<file path="src/rtl/lfsr_step_sequencer.sv">
// lfsr_step_sequencer: owns the W/A/D register write port of the configurable LFSR block.
// Each accepted command stops the LFSR, programs polynomial and seed, then single-steps it
// cmd_count times and captures every new LFSR value into a small valid/ready output FIFO.
module lfsr_step_sequencer #(
  parameter int unsigned n         = 8,
  parameter int unsigned DEPTH     = 4,
  parameter logic [15:0] CTRL_ADDR = 16'h0010,
  parameter logic [15:0] POLY_ADDR = 16'h0012,
  parameter logic [15:0] SEED_ADDR = 16'h0014
) (
  input  logic         clock,
  input  logic         reset,
  input  logic         cmd_valid,
  output logic         cmd_ready,
  input  logic [n-1:0] cmd_poly,
  input  logic [n-1:0] cmd_seed,
  input  logic [15:0]  cmd_count,
  input  logic         abort,
  output logic         W,
  output logic [15:0]  A,
  output logic [n-1:0] D,
  input  logic [n-1:0] Q,
  output logic         out_valid,
  input  logic         out_ready,
  output logic [n-1:0] out_data,
  output logic         busy,
  output logic         done
);

  localparam int unsigned PtrW = $clog2(DEPTH);
  localparam int unsigned CntW = $clog2(DEPTH + 1);
  localparam logic [CntW-1:0] FullCnt = CntW'(DEPTH);

  typedef enum logic [3:0] {
    StIdle,
    StWrStop,
    StWrPoly,
    StWrSeed,
    StStepOn,
    StStepOff,
    StShiftWait,
    StCapture,
    StHold,
    StDone,
    StAbortStop
  } state_e;

  state_e state_q, state_d;

  logic [n-1:0] poly_q, seed_q;
  logic [15:0]  remaining_q;

  logic [n-1:0]    mem_q [DEPTH];
  logic [PtrW-1:0] wr_ptr_q, rd_ptr_q;
  logic [CntW-1:0] fill_q, fill_d;

  logic accept;
  logic push;
  logic pop;
  logic abort_window;

  assign accept       = cmd_valid && cmd_ready;
  assign push         = (state_q == StCapture);
  assign out_valid    = (fill_q != '0);
  assign pop          = out_valid && out_ready;
  // Head is zero whenever the FIFO is empty so stale storage never shows on out_data.
  assign out_data     = out_valid ? mem_q[rd_ptr_q] : '0;
  assign abort_window = state_q inside {StWrPoly, StWrSeed, StStepOn, StStepOff,
                                        StShiftWait, StCapture, StHold};

  // State register.
  always_ff @(posedge clock) begin
    if (reset) begin
      state_q <= StIdle;
    end else begin
      state_q <= state_d;
    end
  end

  // Next-state logic; abort overrides every transition inside the abort window.
  always_comb begin
    state_d = state_q;
    case (state_q)
      StIdle:      if (cmd_valid) state_d = StWrStop;
      StWrStop:    state_d = StWrPoly;
      StWrPoly:    state_d = StWrSeed;
      StWrSeed:    state_d = (remaining_q == 16'd0) ? StDone : StStepOn;
      StStepOn:    state_d = StStepOff;
      StStepOff:   state_d = StShiftWait;
      StShiftWait: state_d = StCapture;
      StCapture: begin
        // Only step again when a slot is guaranteed free for the next capture.
        if (remaining_q == 16'd1) begin
          state_d = StDone;
        end else if (fill_d == FullCnt) begin
          state_d = StHold;
        end else begin
          state_d = StStepOn;
        end
      end
      StHold:      if (fill_q < FullCnt) state_d = StStepOn;
      StDone:      state_d = StIdle;
      StAbortStop: state_d = StIdle;
      default:     state_d = StIdle;
    endcase
    if (abort && abort_window) begin
      state_d = StAbortStop;
    end
  end

  // Decoded outputs: register-port writes, handshake and status.
  always_comb begin
    W         = 1'b0;
    A         = '0;
    D         = '0;
    cmd_ready = 1'b0;
    busy      = 1'b1;
    done      = 1'b0;
    case (state_q)
      StIdle: begin
        cmd_ready = 1'b1;
        busy      = 1'b0;
      end
      StWrStop: begin
        W = 1'b1;
        A = CTRL_ADDR;
      end
      StWrPoly: begin
        W = 1'b1;
        A = POLY_ADDR;
        D = poly_q;
      end
      StWrSeed: begin
        W = 1'b1;
        A = SEED_ADDR;
        D = seed_q;
      end
      StStepOn: begin
        W = 1'b1;
        A = CTRL_ADDR;
        D = {{(n-1){1'b0}}, 1'b1};
      end
      StStepOff, StAbortStop: begin
        W = 1'b1;
        A = CTRL_ADDR;
      end
      StDone: done = 1'b1;
      default: ;
    endcase
  end

  // Command latch and remaining-sample counter.
  always_ff @(posedge clock) begin
    if (reset) begin
      poly_q      <= '0;
      seed_q      <= '0;
      remaining_q <= '0;
    end else if (accept) begin
      poly_q      <= cmd_poly;
      seed_q      <= cmd_seed;
      remaining_q <= cmd_count;
    end else if (push) begin
      remaining_q <= remaining_q - 16'd1;
    end
  end

  // FIFO occupancy after this cycle's push/pop.
  always_comb begin
    fill_d = fill_q;
    case ({push, pop})
      2'b10:   fill_d = fill_q + CntW'(1);
      2'b01:   fill_d = fill_q - CntW'(1);
      default: ;
    endcase
  end

  // FIFO pointers and occupancy; DEPTH is a power of two so pointers wrap naturally.
  always_ff @(posedge clock) begin
    if (reset) begin
      wr_ptr_q <= '0;
      rd_ptr_q <= '0;
      fill_q   <= '0;
    end else begin
      if (push) wr_ptr_q <= wr_ptr_q + PtrW'(1);
      if (pop)  rd_ptr_q <= rd_ptr_q + PtrW'(1);
      fill_q <= fill_d;
    end
  end

  // FIFO storage; no reset needed since the head is masked while empty.
  always_ff @(posedge clock) begin
    if (push) begin
      mem_q[wr_ptr_q] <= Q;
    end
  end

endmodule

</file>
<file path="config.mk">
export PLATFORM = sky130hd
export DESIGN_NAME = lfsr_step_sequencer
export DESIGN_NICKNAME = d
export VERILOG_FILES = /design/src/rtl/lfsr_step_sequencer.sv
export SDC_FILE = /design/constraint.sdc
export NUM_CORES = 1
export LEC_CHECK = 0
export ABC_AREA = 1
export ABC_CLOCK_PERIOD_IN_PS = 2250
export CORE_UTILIZATION = 35
export CTS_CLUSTER_DIAMETER = 120
export DETAILED_ROUTE_END_ITERATION = 12
export PLACE_DENSITY_LB_ADDON = 0.08
export SLEW_MARGIN = 15
export SYNTH_ARGS = -nofsm -noshare
export SYNTH_HDL_FRONTEND = slang
export SYNTH_SLANG_ARGS = --single-unit
</file>
<file path="constraint.sdc">
create_clock -name clock -period 2.25 [get_ports clock]
set_clock_uncertainty 0.15 [all_clocks]
set_input_delay 0.45 -clock clock [delete_from_list [all_inputs] [get_ports clock]]
set_output_delay 0.45 -clock clock [all_outputs]
set_load 0.02 [all_outputs]
</file>
Word-level counts from Yosys, hierarchy flattened:

Memory sizes are Yosys's and may differ from the RTL's. A register that Yosys moved wholly into a read port is not among the register bits.
Cells that the tools add are included.

* register bits: 43
* RAM bits: 32
* input bits: 45
* output and inout port bits: 37
* logic and storage cells: 67
* memories kept: 1

Memories
* mem_q: depth 4, bits a word 8, read ports 1, clocked after memory_dff 1, write ports 1, line 53 `logic [n-1:0] mem_q [DEPTH];`

* add/subtract/negate cells: 5
* order comparisons: 1
* equal/unequal tests: 18
* mux-type cells: 21
* reduce and logical (&&, ||, !) cells: 13

Operator list (number)
* $pmux W4 S9: 1
* $mux W16: 2
* $mux W4: 6
* $pmux W8 S3: 1
* $eq A16 B1 Y1 const B: 1
* $eq A4 B3 Y1 const B: 4
* $logic_not A16 Y1: 1
* $sub A16 B1 Y16 const B: 1
* $pmux W5 S3: 1
* $eq A4 B4 Y1 const B: 3
* $eq A4 B2 Y1 const B: 2
* $mux W8: 1
* $reduce_bool A7 Y1: 1
* $mux W1: 6
* $pmux W3 S2: 1
* $reduce_or A6 Y1: 1
* $add A2 B1 Y2 const B: 2
* $eq A4 B1 Y1 const B: 1
* $logic_not A4 Y1: 1
* $mux W2: 2
* $reduce_and A2 Y1: 2
* $reduce_or A4 Y1: 1
* $add A3 B1 Y3 const B: 1
* $eq A3 B3 Y1 const B: 1
* other kinds (12): 14

Longest topological paths before layout:

* word-level depth: 9
* gate-level depth with buffers: 18
* gate-level depth less buffers: 17

Worst setup path before layout:

No wires, ideal clock.

* kind: register to register
* start point: reg fill_q[0]
* end point: reg state_q[3]
* setup time: 0.109 ns
* arrival: 2.051 ns
* required time: 1.991 ns
* setup slack: -0.060 ns
* cell stages (with the launch flop): 15
* buffers on the path: 0
* period minus slack after synthesis: 2.310 ns
* cell sequence: dfxtp_1 -> nor3_2 -> nor2_2 -> ha_1 -> inv_1 -> fa_1 -> nand2_1 -> o21a_1 -> nor2_1 -> nand2_1 -> nand2_1 -> nand2_1 -> nand3_1 -> nand2_1 -> inv_1

* word-level cells in the longest chain between the ends: 9
* elaborated cells between the ends (all ways): 15
* classes of those cells: 2 x add/sub; 1 x order compare; 4 x eq/ne; 5 x mux; 3 x reduce/logical

Ends and longest elaborated chain
* start: declaration: line 55 `logic [CntW-1:0] fill_q, fill_d;`
* start signal: assignment: line 186 `fill_q <= fill_d;`
* branches (longest 9 deep; another with $sub A3 B1 Y3)
* end signal: assignment: line 74 `state_q <= StIdle;`
* end signal: assignment: line 76 `state_q <= state_d;`
* end: declaration: line 48 `state_e state_q, state_d;`

Parallel ways; which one is timed is not known.
A chain may end at the register's enable or synchronous reset.

Worst setup path in the final report:

* start point: reg state_q[2]
* end point: reg state_q[3]

* word-level cells in the longest chain between the ends: 8
* elaborated cells between the ends (all ways): 22
* classes of those cells: 13 x eq/ne; 5 x mux; 4 x reduce/logical

Ends and longest elaborated chain
* $eq A4 B3 Y1: line 63, 68, 83
* $eq A2 B1 Y1 or $eq A2 B2 Y1 (tied branches): line 170 `case ({push, pop})`
* $pmux W3 S2: line 170
* $eq A3 B3 Y1: line 95 `end else if (fill_d == FullCnt) begin`
* $mux W4: line 95
* $mux W4: line 93 `if (remaining_q == 16'd1) begin`
* $pmux W4 S9: line 83 `case (state_q)`
* $mux W4: line 106 `if (abort && abort_window) begin`

Several ways; a longest one is shown, not always the timed one.

==> run summary <==
CTS sink cnt: 77
Mapped Area: 3890 sq um
Yosys top cell by area: edfxtp_1
max_cap viols: 0
clock share of power: 20.0%
Hold EP: seed_q[7]$_SDFFE_PP0P_
count leader, synth: nor2_1
largest net degree at the start of global routing: 30
I/O Buffers: 68
post-placement cell count: 701
Leakage: 0.00216 uW
sequential share of power: 31.6%
Final min period: 2230 ps
antenna cell count: 0
worst ir drop on vdd: 0.000577 V
CP Launch Type: register
Critical Path End Type: register
status: finished clean
Area Overhead vs Synth: 30.0%
via/cell ratio: 4.73
Final nets: 629
Hold Crit Class: register to register
hold path depth: 2
Initial DRC Count: 102
Logic pwr share: 48.4%
DRC viols: 0
register area: 1870 sq um
switching pwr: 2450 uW
clk root buf: clkbuf_8
share of cells above drive strength 1: 18.1%
GRT Residual Overflow: 0
Overall Power: 5870 uW
Finished Layout Cells: 721
DP HPWL: 6640 microns
number of fill cells: 1105
Post-synth EDFFs: 32
Crit Path Max Fanout: 4
initial antenna violation count: 0
switch share: 41.7%
worst flop-to-flop path startpoint: state_q[2]$_SDFFE_PP0P_
vias in the first global route: 3212
Crit Path Category: register to register
P_int: 3420 uW
gr usage total: 17.1%
CTS tree: yes
unrepaired setup endpoints after global routing: true
post-synthesis register bit count: 77
Cells after Synth: 481
hold bufs inserted after CTS: 0
yosys warns: 0
top cells by count, synth: nor2_1, nand2_1, inv_1
WL final: 9380 microns
fin. max-slew vios: 0
via count: 3411
Die H: 107 microns
core area: 10800 sq um
clock latency on the worst-skew pair: 350 ps
CTS clk-pin slew, worst paths: 80 ps
Worst Reg-to-Reg Cells: 16
final-report setup violation count: 0
Avg WL per Cell: 13.0 microns
antenna viol nets, final: 0
io pins: 82
reg-to-reg endpoint: state_q[3]$_SDFFE_PP0P_
Post-DP Area: 4850 sq um
routability cong.: 0.796
CP Data Arrival Time: 2330 ps
first-pass GRT wire length: 15300 microns
Die Span X: 107 microns
H-tree Lvls: 3
num rows: 38
sequential area share after synthesis: 47.9%
Req. time, crit path: 2350 ps
top_reg_cell synth: dfxtp_1
hold path start: seed_q[7]$_SDFFE_PP0P_
cell area power density: 1160 nW/um^2
die area: 11500 sq um
Final Hold Fails: 0
Starting Density: 35.9%
Max Freq: 449 MHz
CTS max path bufs: 2
design area: 5050 sq um
multi-input logic area: 1680 sq um
R2R setup slack: 20 ps
part of the cycle the worst path needs: 98.9%
final setup TNS: 0 ps
Syn Area/Cell: 8.08 sq um
final core utilization: 46.6%
CTS Buf Count: 9
DR pass1 iterations: 5
ranking of synthesized cells by area: edfxtp_1, dfxtp_1, nor2_1, nand2_1, inv_1
asr flop ratio synth: 0%
area share of the largest cell type after synthesis: 24.7%
post-synthesis cell type count: 41
## placed cells by master (no fill, tap or decap), types with 3 or more instances in the layout
| cell type | instances |
|---|---|
| o22ai_1 | 7 |
| nand4_1 | 4 |
| inv_2 | 8 |
| clkbuf_2 | 8 |
| buf_4 | 31 |
| dfxtp_1 | 41 |
| nand2_1 | 62 |
| ha_1 | 6 |
| conb_1 | 13 |
| a21oi_1 | 43 |
| o221ai_1 | 3 |
| o21ai_0 | 41 |
| o21ai_1 | 4 |
| clkdlybuf4s50_1 | 43 |
| nor2_2 | 5 |
| nand3_1 | 23 |
| a31oi_1 | 5 |
| nor2_1 | 75 |
| buf_2 | 12 |
| nand3_2 | 3 |
| nand2_4 | 4 |
| clkbuf_8 | 9 |
| dfxtp_2 | 3 |
| nor2_4 | 5 |
| dlygate4sd2_1 | 4 |
| edfxtp_1 | 32 |
| inv_1 | 54 |
| o211ai_1 | 3 |
## flip-flops by register name, indices dropped and copies added (netlist names), named ones only
name and flops:
fill_q 3, mem_q 32, poly_q 8, rd_ptr_q 2, remaining_q 16, seed_q 8, state_q 4, wr_ptr_q 2
## critical path, cell delays in order, from the launching register on
cell and delay [ps]:
dfxtp_2 350, inv_2 50, buf_6 120, nor2_4 140, nand2_4 80, ha_4 160, inv_2 60, fa_1 420
nand2_1 70, o21a_1 130, nor2_1 50, nand2_1 80, nand2_1 50, nand2_1 60, nand3_1 60, nand2_1 60
inv_1 40
## what timing repair did
action                                  CTS  global route
resized for setup                        66            32
hold endpoints to repair                  0             0
pin swaps                                 0            10
buffers inserted                          0             4
endpoints found under the setup margin   26            22
cloned                                    0             0
## worst max-delay path by stage
stage	end	slack, ps	cells after the start	start
after floorplan	state_q[3]$_SDFFE_PP0P_	10	16	state_q[1]$_SDFFE_PP0P_
after global placement	state_q[3]$_SDFFE_PP0P_	-310	15	out_ready
after detailed placement	state_q[3]$_SDFFE_PP0P_	-370	15	out_ready
after CTS	state_q[3]$_SDFFE_PP0P_	-6	15	out_ready
after global routing	state_q[3]$_SDFFE_PP0P_	-110	16	state_q[1]$_SDFFE_PP0P_
final	state_q[3]$_SDFFE_PP0P_	20	16	state_q[2]$_SDFFE_PP0P_
## layer usage
metal / share of wire [%] / track usage [%]
met1: 46 / 21.9
met2: 49 / 29.3
met3: 4.0 / 2.78
met4: 1.2 / 5.87
met5: 0 / 0
## through the flow
step / hold WS, ps / worst slack, ps
6_report: 304 / 24.3
5_1_grt: 328 / -112
4_1_cts: 306 / -6.38
3_5_place_dp: 294 / -367
3_3_place_gp: 289 / -315
2_1_floorplan: 279 / 14.3
## area by class of cell
type                    instances  area share, %
clock buffers                  10           2.53
clock inverters                 6           1.86
inverters                      64           4.83
multi-input cells             322           33.3
flip-flops and latches         77           37.0
well taps                     140           3.47
repair buffers                102           17.1
## power by group through the flow
stage	clock, uW	combinational (uW)	sequential (uW)
floorplan	0	1850	1840
global placement	0	2900	1870
detailed placement	0	2940	1870
CTS	1200	2850	1850
global route	1270	3170	1890
finish	1170	2840	1850
## cell families (layout without fill, tap and decap cells)
| group | Yosys count | in the layout | share of synthesized area [%] |
|---|---|---|---|
| flops | 77 | 77 | 47.9 |
| compound gates | 113 | 113 | 16.0 |
| simple gates | 186 | 186 | 21.5 |
| xor+xnor | 2 | 2 | 0.451 |
| fa+ha+maj | 8 | 8 | 2.77 |
| other cells | 1 | 13 | 0.0965 |
| buf+inv | 94 | 182 | 11.3 |
No activity file was read; power rests on OpenSTA's default activity.
